==> src/rtl/cpu_pkg.sv <==
// Shared encodings for the multi-cycle control path: ALU op codes,
// RV32I major opcodes and the five-phase FSM state encoding.
package cpu_pkg;

  localparam logic [3:0] ALUOP_AND = 4'b0000;
  localparam logic [3:0] ALUOP_OR  = 4'b0001;
  localparam logic [3:0] ALUOP_ADD = 4'b0010;
  localparam logic [3:0] ALUOP_SUB = 4'b0110;
  localparam logic [3:0] ALUOP_SLT = 4'b0111;
  localparam logic [3:0] ALUOP_SRL = 4'b1000;
  localparam logic [3:0] ALUOP_SLL = 4'b1001;
  localparam logic [3:0] ALUOP_SRA = 4'b1010;
  localparam logic [3:0] ALUOP_XOR = 4'b1101;

  localparam logic [6:0] OP_R    = 7'b0110011;
  localparam logic [6:0] OP_IALU = 7'b0010011;
  localparam logic [6:0] OP_LW   = 7'b0000011;
  localparam logic [6:0] OP_SW   = 7'b0100011;
  localparam logic [6:0] OP_BEQ  = 7'b1100011;

  localparam logic [2:0] S_IF  = 3'd0;
  localparam logic [2:0] S_ID  = 3'd1;
  localparam logic [2:0] S_EX  = 3'd2;
  localparam logic [2:0] S_MEM = 3'd3;
  localparam logic [2:0] S_WB  = 3'd4;

  // Opcodes that take their second ALU operand from the immediate
  function automatic logic uses_imm(input logic [6:0] opc);
    return (opc == OP_IALU) || (opc == OP_LW) || (opc == OP_SW);
  endfunction

endpackage

==> src/rtl/alu_decoder.sv <==
// Combinational ALU op decode from opcode, funct3 and funct7[5].
// Loads/stores always add (address calc), BEQ always subtracts (compare);
// unsupported opcodes produce AND (0000) so a NOP shows an all-zero op.
module alu_decoder
  import cpu_pkg::*;
(
  input  logic [6:0] opcode,
  input  logic [2:0] funct3,
  input  logic       funct7_5,
  output logic [3:0] alu_op
);

  // funct3 table for R and I-ALU; SUB only exists in R-type
  always_comb begin
    alu_op = ALUOP_AND;
    if (opcode == OP_LW || opcode == OP_SW) begin
      alu_op = ALUOP_ADD;
    end else if (opcode == OP_BEQ) begin
      alu_op = ALUOP_SUB;
    end else if (opcode == OP_R || opcode == OP_IALU) begin
      case (funct3)
        3'b000:  alu_op = (opcode == OP_R && funct7_5) ? ALUOP_SUB : ALUOP_ADD;
        3'b001:  alu_op = ALUOP_SLL;
        3'b010:  alu_op = ALUOP_SLT;
        3'b100:  alu_op = ALUOP_XOR;
        3'b101:  alu_op = funct7_5 ? ALUOP_SRA : ALUOP_SRL;
        3'b110:  alu_op = ALUOP_OR;
        3'b111:  alu_op = ALUOP_AND;
        default: alu_op = ALUOP_AND;
      endcase
    end
  end

endmodule

==> src/rtl/multicycle_control.sv <==
// Five-phase (IF/ID/EX/MEM/WB) control FSM. Latches the instruction in IF,
// resolves BEQ from the ALU zero flag at the end of EX, and drives Moore
// outputs decoded only from state and the latched instruction.
module multicycle_control
  import cpu_pkg::*;
(
  input  logic        clk,
  input  logic        rst,
  input  logic [31:0] instr,
  input  logic        zero,
  output logic [3:0]  alu_op,
  output logic        ALUSrc,
  output logic        MemRead,
  output logic        MemWrite,
  output logic        MemToReg,
  output logic        RegWrite,
  output logic        loadPC,
  output logic        PCSrc,
  output logic [2:0]  state
);

  logic [31:0] ir;
  logic        br_taken;
  logic [2:0]  state_nxt;
  logic [3:0]  dec_op;
  logic [6:0]  opc;

  assign opc = ir[6:0];

  // Register/immediate fields only matter to the datapath, not to control
  logic unused_ir;
  assign unused_ir = ^{ir[31], ir[29:15], ir[11:7]};

  alu_decoder u_alu_decoder (
    .opcode   (opc),
    .funct3   (ir[14:12]),
    .funct7_5 (ir[30]),
    .alu_op   (dec_op)
  );

  // Fixed ring of phases, no stalls
  always_comb begin
    state_nxt = S_IF;
    case (state)
      S_IF:    state_nxt = S_ID;
      S_ID:    state_nxt = S_EX;
      S_EX:    state_nxt = S_MEM;
      S_MEM:   state_nxt = S_WB;
      default: state_nxt = S_IF;
    endcase
  end

  // State, instruction latch and branch-resolution flag
  always_ff @(posedge clk) begin
    if (!rst) begin
      state    <= S_IF;
      ir       <= '0;
      br_taken <= 1'b0;
    end else begin
      state <= state_nxt;
      if (state == S_IF) ir <= instr;
      // zero is only trusted at the end of EX; cleared going back into IF
      if (state == S_EX) br_taken <= (opc == OP_BEQ) && zero;
      if (state == S_WB) br_taken <= 1'b0;
    end
  end

  // Moore output decode; every strobe is a one-phase pulse
  always_comb begin
    alu_op   = 4'b0000;
    ALUSrc   = 1'b0;
    MemRead  = 1'b0;
    MemWrite = 1'b0;
    MemToReg = 1'b0;
    RegWrite = 1'b0;
    loadPC   = 1'b0;
    PCSrc    = 1'b0;
    if (state != S_IF) begin
      alu_op = dec_op;
      ALUSrc = uses_imm(opc);
    end
    if (state == S_MEM) begin
      MemRead  = (opc == OP_LW);
      MemWrite = (opc == OP_SW);
    end
    if (state == S_WB) begin
      RegWrite = (opc == OP_R) || (opc == OP_IALU) || (opc == OP_LW);
      MemToReg = (opc == OP_LW);
      loadPC   = 1'b1;
      PCSrc    = br_taken;
    end
  end

endmodule

==> config.mk <==
export PLATFORM = sky130hd
export DESIGN_NAME = multicycle_control
export DESIGN_NICKNAME = d
export VERILOG_FILES = /design/src/rtl/cpu_pkg.sv /design/src/rtl/alu_decoder.sv /design/src/rtl/multicycle_control.sv
export SDC_FILE = /design/constraint.sdc
export NUM_CORES = 1
export LEC_CHECK = 0
export BUFFER_PORTS_ARGS = -buffer_cell sky130_fd_sc_hd__buf_4
export CAP_MARGIN = 20
export CORE_UTILIZATION = 44
export CTS_BUF_LIST = sky130_fd_sc_hd__clkbuf_4
export DETAILED_ROUTE_END_ITERATION = 8
export GPL_TIMING_DRIVEN = 0
export PLACE_DENSITY = 0.81
export SLEW_MARGIN = 20
export SYNTH_ARGS = -nofsm -noshare
export SYNTH_HDL_FRONTEND = slang
export SYNTH_HIERARCHICAL = 1
export SYNTH_SLANG_ARGS = --single-unit
==> constraint.sdc <==
create_clock -name clk -period 1.85 [get_ports clk]
set_clock_uncertainty 0.2 [all_clocks]
set_input_delay 0.2775 -clock clk [delete_from_list [all_inputs] [get_ports clk]]
set_output_delay 0.2775 -clock clk [all_outputs]
set_load 0.005 [all_outputs]
# --- Yosys cells after proc, flatten, opt, wreduce, memory -nomap -nowiden ---
# Cells that the tools add are included.
totals:
  mem_count: 0
  latchBits: 0
  mem_bits_ro: 0
  regBits: 35
  ram_bits: 0
classes:
  multipliers: 0
  eq_ne: 14
  shift: 0
  muxes: 15
  n_reduce_logical: 11
  n_div: 0
  n_addsub: 0
  bitwise: 1
  order_cmp: 0
ops:
  columns: ["operator", "count"]
  rows:
  - ["case mux 4 bit (6 select lines)", 1]
  - ["2-to-1 mux 4 bit", 4]
  - ["== test 7 x 6 -> 1 bit, second input constant", 2]
  - ["== test 3 bit, second input constant", 4]
  - ["case mux 3 bit (4 select lines)", 1]
  - ["== test 3 x 2 -> 1 bit, second input constant", 3]
  - ["== test 7 x 2 -> 1 bit, second input constant", 1]
  - ["== test 7 x 5 -> 1 bit, second input constant", 1]
  - ["== test 7 bit, second input constant", 1]
  - ["2-to-1 mux 1 bit", 7]
  - ["== test 3 x 1 -> 1 bit, second input constant", 2]
  - ["logical NOT 3 bit", 2]
  - ["logical OR 1 bit", 5]
  - ["2-to-1 mux 3 bit", 1]
  - ["nonzero test 3 bit", 1]
  - ["logical AND 1 bit", 2]
  - ["2-to-1 mux 2 bit", 1]
  - ["OR reduction 2 bit", 1]
  - ["inverter 1 bit", 1]

# --- Depth between registers and ports, before layout ---
# Gate-level depths: netlist of the first run.
logic_depth:
  ltp_word: 8
  ltp_mapped: 5
  mapped_depth_nobuf: 4

# --- Modules after synthesis ---
# The synthesis of the first run kept the hierarchy.
modules_own_cells:
  columns: ["module", "instances", "area_per_inst_um2", "cells_per_inst"]
  rows:
  - ["multicycle_control", 1, 673.1, 80]
  - ["alu_decoder", 1, 133.9, 17]

# --- Worst setup path after synthesis of the first run ---
# Ideal clock, no wire load.
synth_path:
  path_type: "reg-to-output"
  start: "register ir[1]"
  end: "output MemWrite"
  arrival_time_ps: 1260
  setup_slack_ps: 113
  path_stages_with_launch: 4
  path_buffers: 0
  required_time_ps: 1372
  cell_sequence: "dfxtp_1 and4bb_1 or4b_4 nor3b_2"
synth_via:
  elab_chain_len: 2
synth_rtl:
  columns: ["item", "line_no", "rtl"]
  rows:
  - ["start: declaration", "multicycle_control.sv:22", "logic [31:0] ir;"]
  - ["start signal: assignment", "multicycle_control.sv:61", "if (state == S_IF) ir <= instr;"]
  - ["== test 7 x 6 -> 1 bit", "multicycle_control.sv:84", "MemWrite = (opc == OP_SW);"]
  - ["2-to-1 mux 1 bit", "multicycle_control.sv:82", "if (state == S_MEM) begin"]
  - ["end: declaration", "multicycle_control.sv:14", "output logic MemWrite,"]
# No other way between the ends.

# --- Worst setup path after layout of the first run ---
layout_path:
  start: "register ir[3]"
  end: "output MemWrite"
# The elaborated chain is that of the path after synthesis.

==> results of run 1 <==
what timing repair did:
item                                    4_1_cts  5_1_grt
pin swaps                                    15       10
resized for setup                            32       13
endpoints found under the setup margin       11       11
setup buffers                                11        2
cloned                                        0        0
power groups by stage:
| stage | clock [uW] | combinational, uW | sequential, uW |
|---|---|---|---|
| after floorplan | 0 | 101 | 396 |
| after global placement | 0 | 149 | 404 |
| after detailed placement | 0 | 153 | 406 |
| after CTS | 200 | 196 | 404 |
| after global routing | 204 | 216 | 416 |
| final | 190 | 198 | 409 |
cell usage in the layout (no fill, tap or decap), types with 3 or more instances in the layout:
cell type and count:
buf_4 33, nand2_1 23, a21boi_1 11, dfxtp_2 7, dfxtp_4 6, buf_6 5, nor3_2 4, nor2_1 4
and2_4 3, a211oi_2 3, clkbuf_4 3
cell type report:
class | instances | area [um^2] | area share (%)
buffer | 2 | 15.0 | 1.19
clock buffer | 3 | 22.5 | 1.79
clock inverter | 1 | 5.00 | 0.397
inverter | 2 | 7.51 | 0.595
multi-input combinational | 76 | 556 | 44.0
sequential | 15 | 332 | 26.3
tap | 25 | 31.3 | 2.48
timing repair buffer | 37 | 293 | 23.2
critical path, stage by stage, from the launching register on:
cell and delay [ns]:
dfxtp_2 0.34, and4bb_1 0.30, or4b_4 0.49, nor3b_2 0.18, buf_4 0.13
path summary, 6_finish.rpt:
check | from | cells after the start | to
setup reg to reg | state[0]$_SDFF_PN0_ | 5 | ir[6]$_SDFFE_PN0P_
hold reg to reg | ir[3]$_SDFFE_PN0P_ | 2 | ir[3]$_SDFFE_PN0P_
setup / recovery | ir[3]$_SDFFE_PN0P_ | 4 | MemWrite
hold / removal | instr[4] | 3 | ir[4]$_SDFFE_PN0P_
cell families after synthesis:
| kind of cell | Yosys count | synth area share, % |
|---|---|---|
| and+or+nand+nor | 54 | 39.5 |
| xor gates and xnor gates | 2 | 2.17 |
| buffers and inverters | 6 | 3.10 |
| DFF | 15 | 37.2 |
| AOI/OAI and AO/OA | 20 | 18.0 |
metrics by stage:
step                worst slack (ns)  TNS (ns)  hold slack (ns)  util, %  std cells
floorplan                      0.113         0            0.212        -         97
global placement             -0.0553   -0.0949            0.254     60.3        149
detailed placement           -0.0856    -0.173            0.274     60.3        149
CTS                           -0.325     -1.48           0.0110     71.8        162
global route                  -0.400     -1.89           0.0259     73.0        161
finish                        -0.359     -1.35           0.0177     73.0        161
per-layer routing:
layer  global-route usage [%]  routed length [um]
met2                     37.6                1110
met1                     30.3                 901
met5                        0                   0
met3                     2.40                  71
met4                     14.5                  53
registers in the layout, indices dropped and copies added, names as in the netlist:
| signal | count |
|---|---|
| state | 3 |
| ir | 11 |
| br_taken | 1 |
==> impl_metrics.yaml, run 1 <==
logic_synthesis:
  yosysMostFrequentCell: "nand2_1"
  ys_seq_elements: 15
  synthCells: 97
  syn-num-nets: 132
  async_flop_share_pct: 0
  synth-edff-count: 0
  yosysUniqueCellTypes: 32
  ys_seq_area_share_pct: 37.2
  mappedNetlistArea_um2: 807
  synthFlopType: "dfxtp_1"
  synthTopCellsByCount: "nand2_1, dfxtp_1, a21boi_1"
  yosys.area.top_type: "dfxtp_1"
  synth_area_leaders: "dfxtp_1, nand2_1, a21boi_1"
  ys_warn_count: 6
  synth_top_area_share_pct: 37.2
  syn_area_per_cell_um2: 8.32
clock_tree:
  root_buffer: "clkbuf_4"
  max-clock-path-buffers: 2
  insertion_delay_ns: 0.29
  path_clk_slew_ns: 0.09
  htree_levels: 1
  cts_hold_buf: 0
  cts_tree: "yes"
  cts_inserted_buffers: 3
  clock-sinks: 15
timing:
  relSlewSlack_pct: 72.0
  worstMarginPinSlew_ns: 0.420
  clock.fmax_ghz: 0.453
  rsz0062_at_grt: "yes"
  setup_viol_count_final: 10
  maxSlewViolCount: 0
  layout_setup_ws_ns: -0.359
  finalHoldViolCount: 0
  fin_crit_ns: 2.21
  fin_crit_sh_pct: 119
pwr:
  power.switching_uw: 247
  power_frac_seq_pct: 51.3
  p_total_uw: 796
  pwr-share-comb_pct: 24.9
  ir_drop_v: 0.000443
  p_int_uw: 550
  pwr-share-clk_pct: 23.8
  power_density_nw_per_um2: 631
  swShare_pct: 31.0
  p_leak_uw: 0.000526
setup_path:
  rrSetupSlack_ns: 0.42
  worstPathArrival_ns: 1.73
  critPathMaxFanout: 3
  startpoint_type: "flip-flop"
  worstSetupPathType: "flip-flop to output pin"
  crit_path_end_kind: "output pin"
  worst_ep_required_time_ns: 1.37
drt:
  route.detailed.drc: 0
  drtPass1Iterations: 6
  drtIter0Drc: 15
  ant_nets: 0
  drt_wl_total_um: 2130
  vias: 838
  viasPerCell: 5.20
  post_drt_wl_per_cell_um: 13.2
global_routing:
  grt_pass1_vias: 784
  grt_overflow_total: 0
  grt_usage_pct: 23.4
  antenna_found_initial: 0
  grt_max_degree: 12
  grt_pass1_wl_um: 3380
cells_and_area:
  n_antenna_cell: 0
  design_area_um2: 1260
  drive_above_1_share_pct: 55.9
  syn_to_final_growth_pct: 56.3
  nFillCells: 144
  final_nets: 172
die:
  ioPinCount: 49
  core_um2: 1730
  rows: 15
  die_w_um: 44.8
  floorplan.initialDensity_pct: 46.7
  dieArea_um2: 2010
  die_y_um: 44.8
flow_run:
  cap_violations: 0
placed_design:
  numPortBuffers: 27
  dp_hpwl_um: 1310
  placed_cell_area_um2: 1040
  gp_congestion: 0.852
outcome:
  violations: "setup timing"
  status: "finished, violations left"
worst_hold_path:
  min_path_type: "primary input to flip-flop"
No activity file was read; power rests on OpenSTA's default activity.
==> inputs of run 2 (changes only) <==
--- a/config.mk
+++ b/config.mk
@@ -5,7 +5,7 @@
 export SDC_FILE = /design/constraint.sdc
 export NUM_CORES = 1
 export LEC_CHECK = 0
-export BUFFER_PORTS_ARGS = -buffer_cell sky130_fd_sc_hd__buf_4
+export BUFFER_PORTS_ARGS = -buffer_cell sky130_fd_sc_hd__buf_2
 export CAP_MARGIN = 20
 export CORE_UTILIZATION = 44
 export CTS_BUF_LIST = sky130_fd_sc_hd__clkbuf_4
==> impl_metrics.yaml, run 2 (synthesis gave the netlist of run 1 again) <==
clock_tree:
  clock-sinks: 15
  cts_hold_buf: 0
  root_buffer: "clkbuf_4"
  htree_levels: 1
  insertion_delay_ns: 0.28
  path_clk_slew_ns: 0.09
  cts_inserted_buffers: 3
  max-clock-path-buffers: 2
  cts_tree: "yes"
drt:
  drt_wl_total_um: 2240
  vias: 849
  drtIter0Drc: 8
  route.detailed.drc: 0
  viasPerCell: 5.31
  ant_nets: 0
  post_drt_wl_per_cell_um: 14.0
  drtPass1Iterations: 5
cells_and_area:
  syn_to_final_growth_pct: 47.1
  final_cell_mix: "buf_2, nand2_1, a21boi_1, dfxtp_2, buf_4"
  largest_register_ffs: 11
  final_common_cell: "buf_2"
  drive_above_1_share_pct: 51.9
  n_antenna_cell: 0
  finalNonFillerCells: 160
  largest_register: "ir"
  largest_registers: "ir (11), state (3), br_taken (1)"
  final_nets: 171
pwr:
  power_density_nw_per_um2: 687
  p_leak_uw: 0.000510
  ir_drop_v: 0.000571
  p_total_uw: 815
global_routing:
  grt_usage_pct: 22.2
  grt_overflow_total: 0
  grt_pass1_wl_um: 3210
  antenna_found_initial: 0
  grt_max_degree: 12
  grt_pass1_vias: 760
setup_path:
  worst_ep_required_time_ns: 1.37
  cpPeakStageDelay_ns: 0.49
  critical_path.slowest_cell: "or4b_4"
  startpoint_type: "flip-flop"
  worstSetupPathType: "flip-flop to output pin"
  critPathMaxFanout: 3
  crit_path_end_kind: "output pin"
  path_cells: "and4bb_1, or4b_4, nor3_1, buf_2"
  worstPathArrival_ns: 1.72
placed_design:
  dp_cells: 149
  gp_congestion: 0.881
  dp_hpwl_um: 1300
  numPortBuffers: 27
timing:
  worstMarginPinSlew_ns: 0.370
  relSlewSlack_pct: 75.3
  layout_setup_ws_ns: -0.346
  fin_crit_sh_pct: 119
  clock.fmax_ghz: 0.455
  setup_viol_count_final: 10
  finalHoldViolCount: 0
  maxSlewViolCount: 0
  fin_crit_ns: 2.20
  rsz0062_at_grt: "yes"
die:
  rows: 15
  die_w_um: 44.8
  dieArea_um2: 2010
  ioPinCount: 49
  core_um2: 1730
  floorplan.initialDensity_pct: 46.7
  die_y_um: 44.8
flow_run:
  cap_violations: 0
outcome:
  status: "finished, violations left"
  violations: "setup timing"
worst_hold_path:
  min_path_type: "primary input to flip-flop"
==> run 2: cell types whose count changed in the layout (fill, tap and decap cells not counted), moves of 2 or more <==
| cell | before | now |
|---|---|---|
| buf_2 | 0 | 24 |
| dfxtp_4 | 6 | 4 |
| nor3_2 | 4 | 2 |
| dfxtp_1 | 2 | 4 |
| buf_4 | 33 | 7 |
==> run 2: final cells by class <==
| cell class | count | area, um^2 |
|---|---|---|
| timing repair buffer | 35 | 226 |
| fill | 144 | 539 |
| clock buffer | 4 | 30.0 |
| inverter | 2 | 7.51 |
| tap | 25 | 31.3 |
| multi-input combinational | 76 | 542 |
| sequential | 15 | 324 |
| buffer | 3 | 26.3 |
==> run 2: path summary, 6_finish.rpt <==
path | start | endpoint | slack [ns] | cells past startpoint
min reg2reg | ir[3]$_SDFFE_PN0P_ | ir[3]$_SDFFE_PN0P_ | 0.27 | 2
max | ir[2]$_SDFFE_PN0P_ | MemRead | -0.35 | 4
min | instr[3] | ir[3]$_SDFFE_PN0P_ | 0.02 | 3
max reg2reg | state[0]$_SDFF_PN0_ | br_taken$_SDFFE_PP0P_ | 0.26 | 5
==> run 2: power by group <==
part | switching (uW) | internal (uW)
combinational | 94.3 | 114
sequential | 48.2 | 357
clock | 104 | 98.2
total | 246 | 569
==> run 2: per-layer routing <==
layer,GRT usage (%),wire [um]
met1,25.6,913
met2,40.3,1210
met3,2.80,63
met4,10.9,51
met5,0,0
==> run 2: through the flow <==
stage,setup WS [ns],setup TNS (ns),instance area [um^2],hold slack [ns],util [%]
3_3_place_gp,-0.0450,-0.0649,973,0.255,56.4
2_1_floorplan,0.113,0,807,0.212,-
3_5_place_dp,-0.0773,-0.118,973,0.268,56.4
6_report,-0.346,-1.59,1190,0.0228,68.8
5_1_grt,-0.411,-2.06,1190,0.0267,68.8
4_1_cts,-0.288,-1.18,1090,0.0257,63.3
==> run 2: timing repair <==
| action | in CTS | in global routing |
|---|---|---|
| endpoints found under the setup margin | 10 | 10 |
| pin swaps | 12 | 3 |
| resized for setup | 20 | 16 |
| cloned | 0 | 0 |
| setup buffers | 5 | 3 |
==> run 2: critical path: cells and delay by family, from the launching register on <==
kind,cells,cell delay (ns)
AND/OR/NAND/NOR,3,0.96
flip-flops,1,0.33
buffers and inverters,1,0.15
==> inputs of run 3 (changes only) <==
--- a/config.mk
+++ b/config.mk
@@ -7,11 +7,11 @@
 export LEC_CHECK = 0
 export BUFFER_PORTS_ARGS = -buffer_cell sky130_fd_sc_hd__buf_2
 export CAP_MARGIN = 20
-export CORE_UTILIZATION = 44
+export CORE_UTILIZATION = 35
 export CTS_BUF_LIST = sky130_fd_sc_hd__clkbuf_4
 export DETAILED_ROUTE_END_ITERATION = 8
 export GPL_TIMING_DRIVEN = 0
-export PLACE_DENSITY = 0.81
+export PLACE_DENSITY = 0.67
 export SLEW_MARGIN = 20
 export SYNTH_ARGS = -nofsm -noshare
 export SYNTH_HDL_FRONTEND = slang
==> impl_metrics.yaml, run 3 (synthesis gave the netlist of run 1 again) <==
cells_and_area:
  syn_to_final_growth_pct: 43.7
  final_common_cell: "buf_2"
  n_antenna_cell: 0
  largest_register: "ir"
  largest_register_ffs: 11
  final_cell_mix: "buf_2, nand2_1, a21boi_1, dfxtp_2, buf_4"
  design_area_um2: 1160
  nFillCells: 218
  largest_registers: "ir (11), state (3), br_taken (1)"
  drive_above_1_share_pct: 51.9
  final_nets: 169
clock_tree:
  cts_tree: "yes"
  cts_hold_buf: 0
  insertion_delay_ns: 0.28
  path_clk_slew_ns: 0.09
  cts_inserted_buffers: 3
  clock-sinks: 15
  root_buffer: "clkbuf_4"
  htree_levels: 1
  max-clock-path-buffers: 2
pwr:
  p_leak_uw: 0.000493
  ir_drop_v: 0.000369
  p_total_uw: 792
  power_density_nw_per_um2: 683
outcome:
  violations: "setup timing"
  status: "finished, violations left"
setup_path:
  startpoint_type: "flip-flop"
  crit_path_end_kind: "output pin"
  crit_family: "simple AND/OR/NAND/NOR gates"
  cp_num_buf_inv: 1
  critical_path.slowest_cell: "or4b_4"
  critPathMaxFanout: 3
  worst_ep_required_time_ns: 1.37
  worstPathArrival_ns: 1.67
  cpPeakStageDelay_ns: 0.47
  path_cells: "and4bb_1, or4b_4, nor3b_2, buf_2"
  worstSetupPathType: "flip-flop to output pin"
global_routing:
  grt_usage_pct: 16.2
  grt_pass1_vias: 719
  grt_overflow_total: 0
  antenna_found_initial: 0
  grt_pass1_wl_um: 2990
  grt_max_degree: 12
timing:
  maxSlewViolCount: 0
  setup_viol_count_final: 9
  clock.fmax_ghz: 0.466
  fin_crit_sh_pct: 116
  layout_setup_ws_ns: -0.295
  worstMarginPinSlew_ns: 0.392
  fin_crit_ns: 2.15
  relSlewSlack_pct: 73.9
  whs_ns: 0.00914
  finalHoldViolCount: 0
  finalSetupTns_ns: -1.30
  rsz0062_at_grt: "yes"
drt:
  viasPerCell: 4.98
  drt_wl_total_um: 1970
  ant_nets: 0
  route.detailed.drc: 0
  drtPass1Iterations: 4
  post_drt_wl_per_cell_um: 12.2
  drtIter0Drc: 14
  vias: 802
die:
  core_um2: 2190
  ioPinCount: 49
  dieArea_um2: 2500
  die_w_um: 50.0
  floorplan.initialDensity_pct: 36.8
  rows: 17
  die_y_um: 50.0
placed_design:
  dp_hpwl_um: 1310
  gp_congestion: 0.734
  placed_cell_area_um2: 977
  pre_cts_ws_ns: -0.0881
  numPortBuffers: 27
worst_hold_path:
  min_path_type: "primary input to flip-flop"
flow_run:
  cap_violations: 0
[run 3: final timing paths]
path                            slack, ns            endpoint           startpoint  depth (start not counted)
worst max-delay path                -0.30            MemWrite   ir[2]$_SDFFE_PN0P_                          4
worst max register to register       0.21  ir[4]$_SDFFE_PN0P_  state[2]$_SDFF_PN0_                          6
worst min register to register       0.26  ir[2]$_SDFFE_PN0P_   ir[2]$_SDFFE_PN0P_                          2
worst min-delay path                0.009  ir[2]$_SDFFE_PN0P_             instr[2]                          3
[run 3: per-layer routing]
metal / GRT usage (%) / share of wire (%) / vias up
met5: 0 / 0 / -
li1: - / - / 411
met1: 18.9 / 46 / 371
met3: 2.16 / 2.3 / 4
met4: 11.4 / 2.5 / 0
met2: 26.7 / 49 / 16
[run 3: through the flow]
| stage | cells | util (%) |
|---|---|---|
| finish | 161 | 52.9 |
| global route | 161 | 52.9 |
| CTS | 160 | 49.6 |
| detailed placement | 152 | 44.6 |
| global placement | 152 | 44.6 |
| floorplan | 97 | - |
[run 3: power breakdown]
part           leakage [uW]  switching (uW)  internal [uW]
logic              0.000346            80.5           95.6
clock network     0.0000184             111           98.5
registers          0.000129            48.8            357
total              0.000493             240            551
[run 3: area by class of cell]
type,count,area (um^2),area share [%]
Buffer,2,11.3,0.971
Clock buffer,4,30.0,2.59
Inverter,2,7.51,0.647
Multi-Input combinational cell,76,541,46.6
Sequential cell,15,325,28.0
Tap cell,28,35.0,3.02
Timing Repair Buffer,34,210,18.1
[run 3: worst reg2reg max path: stages, from the launching register on]
cell and delay (ns):
dfxtp_4 0.37, or3_4 0.42, buf_4 0.15, buf_4 0.13, buf_4 0.14, nand2_1 0.06, a21boi_1 0.06
[run 3: repair_timing]
item / CTS / global route
cloned: 0 / 0
setup endpoints to repair: 10 / 10
buffers inserted: 5 / 2
resized for setup: 19 / 18
pin swaps: 9 / 6
